<file path="src/rtl/snn_window_scheduler.sv">
// snn_window_scheduler
// Runs one classification window for the spiking network. It clears the output
// neurons, then drives the encode and integrate phases. During those phases it
// counts out_spike pulses for each class. It then scans the counts for the
// winner and holds the result until the consumer acknowledges it.
//
// state     | meaning
// ----------+-----------------------------------------------------------
// IDLE      | waiting for start, all outputs low
// CLEAR     | one-cycle neuron clear, counters zeroed, window timer loaded
// ENCODE    | input and exc neurons enabled, spikes counted
// INTEGRATE | exc neurons enabled only, spikes counted
// DECIDE    | argmax scan, one counter per cycle
// HOLD      | result_valid high until result_ack
module snn_window_scheduler #(
    parameter int N_OUT       = 4,
    parameter int ENCODE_TIME = 23,
    parameter int T_WINDOW    = 250,
    parameter int CNT_W       = 8,
    parameter int CLS_W       = 2
) (
    input  logic             clk,
    input  logic             rst,
    input  logic             start,
    input  logic             abort,
    input  logic [N_OUT-1:0] out_spikes,
    output logic             neuron_clr,
    output logic             neuron_en,
    output logic             enc_en,
    output logic             busy,
    output logic             result_valid,
    input  logic             result_ack,
    output logic [CLS_W-1:0] result_class,
    output logic [CNT_W-1:0] result_count,
    output logic             result_none
);

    localparam int TMR_W = $clog2(T_WINDOW + 1);
    localparam int IDX_W = (N_OUT > 1) ? $clog2(N_OUT) : 1;

    // The timer is loaded with T_WINDOW-1 in CLEAR, so it holds T_WINDOW-1 in the
    // first ENCODE cycle and reaches 0 in the last INTEGRATE cycle.
    localparam logic [TMR_W-1:0] TMR_LOAD    = TMR_W'(T_WINDOW - 1);
    localparam logic [TMR_W-1:0] TMR_ENC_END = TMR_W'(T_WINDOW - ENCODE_TIME);
    localparam logic [IDX_W-1:0] IDX_LAST    = IDX_W'(N_OUT - 1);

    typedef enum logic [2:0] {
        S_IDLE,
        S_CLEAR,
        S_ENCODE,
        S_INTEGRATE,
        S_DECIDE,
        S_HOLD
    } state_t;

    state_t            state;
    state_t            state_nxt;
    logic [TMR_W-1:0]  timer;
    logic [IDX_W-1:0]  scan_idx;
    logic [CNT_W-1:0]  spike_cnt [N_OUT];
    logic [CNT_W-1:0]  best_cnt;
    logic [CLS_W-1:0]  best_cls;
    logic [CNT_W-1:0]  cand_cnt;
    logic              cand_better;
    logic              counting;
    logic              scan_last;

    assign counting    = (state == S_ENCODE) || (state == S_INTEGRATE);
    assign scan_last   = (scan_idx == IDX_LAST);
    assign cand_cnt    = spike_cnt[scan_idx];
    // A strict compare keeps the earlier (lower) index on a tie.
    assign cand_better = (cand_cnt > best_cnt);

    // State register
    always_ff @(posedge clk) begin
        if (rst) begin
            state <= S_IDLE;
        end else begin
            state <= state_nxt;
        end
    end

    // Next-state logic; abort overrides every transition out of a busy state
    always_comb begin
        state_nxt = state;
        case (state)
            S_IDLE:      if (start) state_nxt = S_CLEAR;
            S_CLEAR:     state_nxt = S_ENCODE;
            S_ENCODE:    if (timer == TMR_ENC_END) state_nxt = S_INTEGRATE;
            S_INTEGRATE: if (timer == '0) state_nxt = S_DECIDE;
            S_DECIDE:    if (scan_last) state_nxt = S_HOLD;
            S_HOLD: begin
                if (result_ack) state_nxt = start ? S_CLEAR : S_IDLE;
            end
            default:     state_nxt = S_IDLE;
        endcase
        if (abort && (state != S_IDLE)) state_nxt = S_IDLE;
    end

    // Registered control outputs, decoded from the upcoming state
    always_ff @(posedge clk) begin
        if (rst) begin
            neuron_clr   <= 1'b0;
            neuron_en    <= 1'b0;
            enc_en       <= 1'b0;
            busy         <= 1'b0;
            result_valid <= 1'b0;
        end else begin
            neuron_clr   <= (state_nxt == S_CLEAR);
            neuron_en    <= (state_nxt == S_ENCODE) || (state_nxt == S_INTEGRATE);
            enc_en       <= (state_nxt == S_ENCODE);
            busy         <= (state_nxt != S_IDLE);
            result_valid <= (state_nxt == S_HOLD);
        end
    end

    // Window down-counter; its length does not depend on the spike input
    always_ff @(posedge clk) begin
        if (rst) begin
            timer <= '0;
        end else if (state == S_CLEAR) begin
            timer <= TMR_LOAD;
        end else if (counting && (timer != '0)) begin
            timer <= timer - 1'b1;
        end
    end

    // Saturating per-class spike counters, active only in ENCODE/INTEGRATE
    always_ff @(posedge clk) begin
        if (rst || (state == S_CLEAR)) begin
            for (int i = 0; i < N_OUT; i++) spike_cnt[i] <= '0;
        end else if (counting) begin
            for (int i = 0; i < N_OUT; i++) begin
                if (out_spikes[i] && (spike_cnt[i] != {CNT_W{1'b1}})) begin
                    spike_cnt[i] <= spike_cnt[i] + 1'b1;
                end
            end
        end
    end

    // Argmax scan: one counter per DECIDE cycle
    always_ff @(posedge clk) begin
        if (rst || (state == S_CLEAR)) begin
            scan_idx <= '0;
            best_cnt <= '0;
            best_cls <= '0;
        end else if (state == S_DECIDE) begin
            if (!scan_last) scan_idx <= scan_idx + 1'b1;
            if (cand_better) begin
                best_cnt <= cand_cnt;
                best_cls <= CLS_W'(scan_idx);
            end
        end
    end

    // Result fields are captured once, on the last scan step, so they stay stable in HOLD
    always_ff @(posedge clk) begin
        if (rst) begin
            result_class <= '0;
            result_count <= '0;
            result_none  <= 1'b0;
        end else if ((state == S_DECIDE) && scan_last && !abort) begin
            result_class <= cand_better ? CLS_W'(scan_idx) : best_cls;
            result_count <= cand_better ? cand_cnt : best_cnt;
            result_none  <= cand_better ? (cand_cnt == '0) : (best_cnt == '0);
        end
    end

endmodule

</file>
<file path="config.mk">
export PLATFORM = sky130hd
export DESIGN_NAME = snn_window_scheduler
export DESIGN_NICKNAME = d
export VERILOG_FILES = /design/src/rtl/snn_window_scheduler.sv
export SDC_FILE = /design/constraint.sdc
export NUM_CORES = 1
export LEC_CHECK = 0
export BUFFER_PORTS_ARGS = -buffer_cell sky130_fd_sc_hd__buf_2
export CAP_MARGIN = 20
export CORE_ASPECT_RATIO = 0.8
export CORE_MARGIN = 10
export CORE_UTILIZATION = 55
export CTS_CLUSTER_DIAMETER = 30
export DETAILED_ROUTE_END_ITERATION = 6
export HOLD_SLACK_MARGIN = 0.06
export PLACE_DENSITY_LB_ADDON = 0.3
export SLEW_MARGIN = 20
export SYNTH_ARGS = -nofsm -noshare
export SYNTH_HDL_FRONTEND = slang
export SYNTH_SLANG_ARGS = --single-unit
</file>
<file path="constraint.sdc">
create_clock -name clk -period 3.4 [get_ports clk]
set_input_delay 0 -clock clk [delete_from_list [all_inputs] [get_ports clk]]
set_output_delay 0 -clock clk [all_outputs]
set_load 0.05 [all_outputs]
</file>
==> results_dict.tcl <==
set metrics [dict create \
    hold_class "primary input to flop" \
    fin_worst_skew_ns 0.0121 \
    utilization 0.635 \
    setup_tns_ns 0 \
    synth_top_area_cell "edfxtp_1" \
    fmax_ghz 0.339 \
    drive_gt1_frac 0.147 \
    nNetsFinal 448 \
    setup_viol 0 \
    synth_flop_cell "dfxtp_1" \
    crit_fanout 10 \
    grt_pass1_wl_um 14300 \
    cts.sink_count 73 \
    die_h_um 95.0 \
    dieWidth_um 114 \
    num_rows 27 \
    synth_cell_types 45 \
    avgViaCountPerCell 5.84 \
    overflow 0 \
    routed_wl_um 8750 \
    numCtsBuffers 9 \
    cp_slowest_cell "a21oi_2" \
    ir_worst_vdd_mv 0.265 \
    synth_edf_count 32 \
    rsz0062_at_grt "false" \
    postCtsSetupBuffers 0 \
    synth_commonest_cells "nor2_1, dfxtp_1, nand2_1" \
    ctsLongestPathBuffers 2 \
    grt_max_degree 26 \
    end_kind "flop" \
    post-dp-hpwl_um 6430 \
    crit_family "compound AO/OA/AOI/OAI gates" \
    finalCritPeriodShare 0.868 \
    die-area_sq_um 10800 \
    antenna_left 0 \
    syn_avg_cell_area_sq_um 9.74 \
    cp_cell_sequence "buf_4 > mux4_2 > ha_1 > nand4_1 > nor2_1 > a211o_1 > a21oi_2 > mux2i_1" \
    critPathBufInv 1 \
    area_growth_syn_to_layout_pct 12.6 \
    path_clk_slew_ns 0.07 \
    slew_headroom 0.505 \
    synth_top_area_frac 0.248 \
    clock_latency_ns 0.36 \
    period_minus_slack_ns 2.95 \
    drtIter0Drc 218 \
    grt_pass1_vias 2886 \
    synth_area_sq_um 3870 \
    yosysSeqAreaShare 0.461 \
    grt_use_total 0.164 \
    hold_violations 0 \
    n_antenna_cell 0 \
    cts_tree "yes" \
    yosys_warnings 0 \
    netlist_instances 397 \
    drv_cap 0 \
    synthArstFlopShare 0 \
    antenna_found_initial 0 \
    via_count 3016 \
    initial_core_util 0.564 \
    worstSetupPathType "flop to flop" \
    drt_first_pass_iters 4 \
    drc 0 \
    power_leakage_nw 1.61 \
    htree_levels 3 \
    port_buffers 24 \
    worst_pin_slew_ns 0.742 \
    coreArea_sq_um 6860 \
    outcome "complete, no violations" \
    place_congestion 0.918 \
    required_ns 3.67 \
    ctsRootBufferMaster "clkbuf_8" \
    start_kind "flop" \
    whs_ns 0.114 \
    yosysMostFrequentCell "nor2_1" \
    critPathMaxStageDelay_ns 0.59 \
    power.density_nw_per_um2 465 \
    arrival_ns 3.23 \
    synth-seq-cells 73 \
    syn_nets 421 \
    drv_slew 0 \
    ys_top_cells_by_area "edfxtp_1, dfxtp_1, nor2_1" \
    wl_per_cell_um 17.0 \
    ioPinCount 25 \
]
[registers in the layout (all words and copies together), names as in the netlist, named ones only]
| signal | flops |
|---|---|
| scan_idx | 2 |
| spike_cnt | 32 |
| result_valid | 1 |
| busy | 1 |
| result_count | 8 |
| best_cnt | 8 |
| result_none | 1 |
| result_class | 2 |
| state | 3 |
| neuron_en | 1 |
| timer | 8 |
| neuron_clr | 1 |
| enc_en | 1 |
| best_cls | 2 |
[worst min-delay path, cell delays in order]
cell,delay (ns)
buf_2,0.08
a21oi_1,0.06
nand2_1,0.08
a211oi_1,0.08
nor2b_1,0.12
[area by class of cell]
type	instances	area, sq um
Multi-Input combinational cell	288	1940
Sequential cell	73	1780
Fill cell	548	2500
Clock buffer	12	199
Tap cell	87	109
Timing Repair Buffer	36	218
Clock inverter	4	52.6
Inverter	16	60.1
[power breakdown]
| group | internal (mW) | switching, mW |
|---|---|---|
| clock network | 0.474 | 0.336 |
| registers | 0.956 | 0.0481 |
| logic | 0.0789 | 0.134 |
| total | 1.51 | 0.518 |
[final timing paths]
kind / from / endpoint / slack, ns / cells past startpoint
setup / recovery: flop / best_cnt[3]$_SDFFE_PP0N_ / 0.45 / 8
hold / removal: result_ack / result_valid$_SDFF_PP0_ / 0.11 / 5
setup reg to reg: flop / best_cnt[3]$_SDFFE_PP0N_ / 0.45 / 8
hold reg to reg: best_cls[0]$_SDFFE_PP0N_ / best_cls[0]$_SDFFE_PP0N_ / 0.48 / 2
[per-stage QoR]
stage | instance area (sq um) | setup slack [ns] | total power, mW | std cells
finish | 4360 | 0.448 | 2.03 | 516
global route | 4360 | 0.225 | 2.10 | 516
CTS | 4360 | 0.445 | 2.03 | 516
detailed placement | 4080 | 0.463 | 1.23 | 497
global placement | 4070 | 0.184 | 1.22 | 497
floorplan | 3870 | 0.925 | 1.16 | 397
[logic make-up after synthesis]
kind of cell | Yosys count | share of synthesized area
XOR/XNOR | 31 | 0.0702
flip-flops | 73 | 0.461
AND/OR/NAND/NOR | 168 | 0.210
AO/OA/AOI/OAI | 56 | 0.0977
buffers and inverters | 36 | 0.0398
multiplexers | 18 | 0.0734
adder cells (fa/ha/maj) | 15 | 0.0485
[metal layers]
metal	up-vias	routed length (um)	GRT usage
met5	-	0	0
met4	0	195	0.0531
met3	18	569	0.0565
met2	97	4030	0.250
met1	1429	3960	0.215
li1	1472	-	-
[placed cells by master (no fill, tap or decap), drive strengths merged, types with 5 or more instances in the layout]
| master | instances |
|---|---|
| a21oi | 13 |
| a311oi | 10 |
| and3 | 13 |
| buf | 33 |
| clkbuf | 12 |
| dfxtp | 41 |
| edfxtp | 32 |
| ha | 15 |
| inv | 16 |
| mux2i | 10 |
| mux4 | 8 |
| nand2 | 39 |
| nand3 | 24 |
| nor2 | 54 |
| nor4 | 5 |
| o21ai | 13 |
| or2 | 9 |
| xnor2 | 13 |
| xor2 | 18 |
[timing repair]
item                       4_1_cts  5_1_grt
setup endpoints to repair        0        0
gates resized for setup          0        0
hold buffers                     3        0
hold endpoints to repair         6        0
Note: power is estimated with default switching activity, not from simulation.
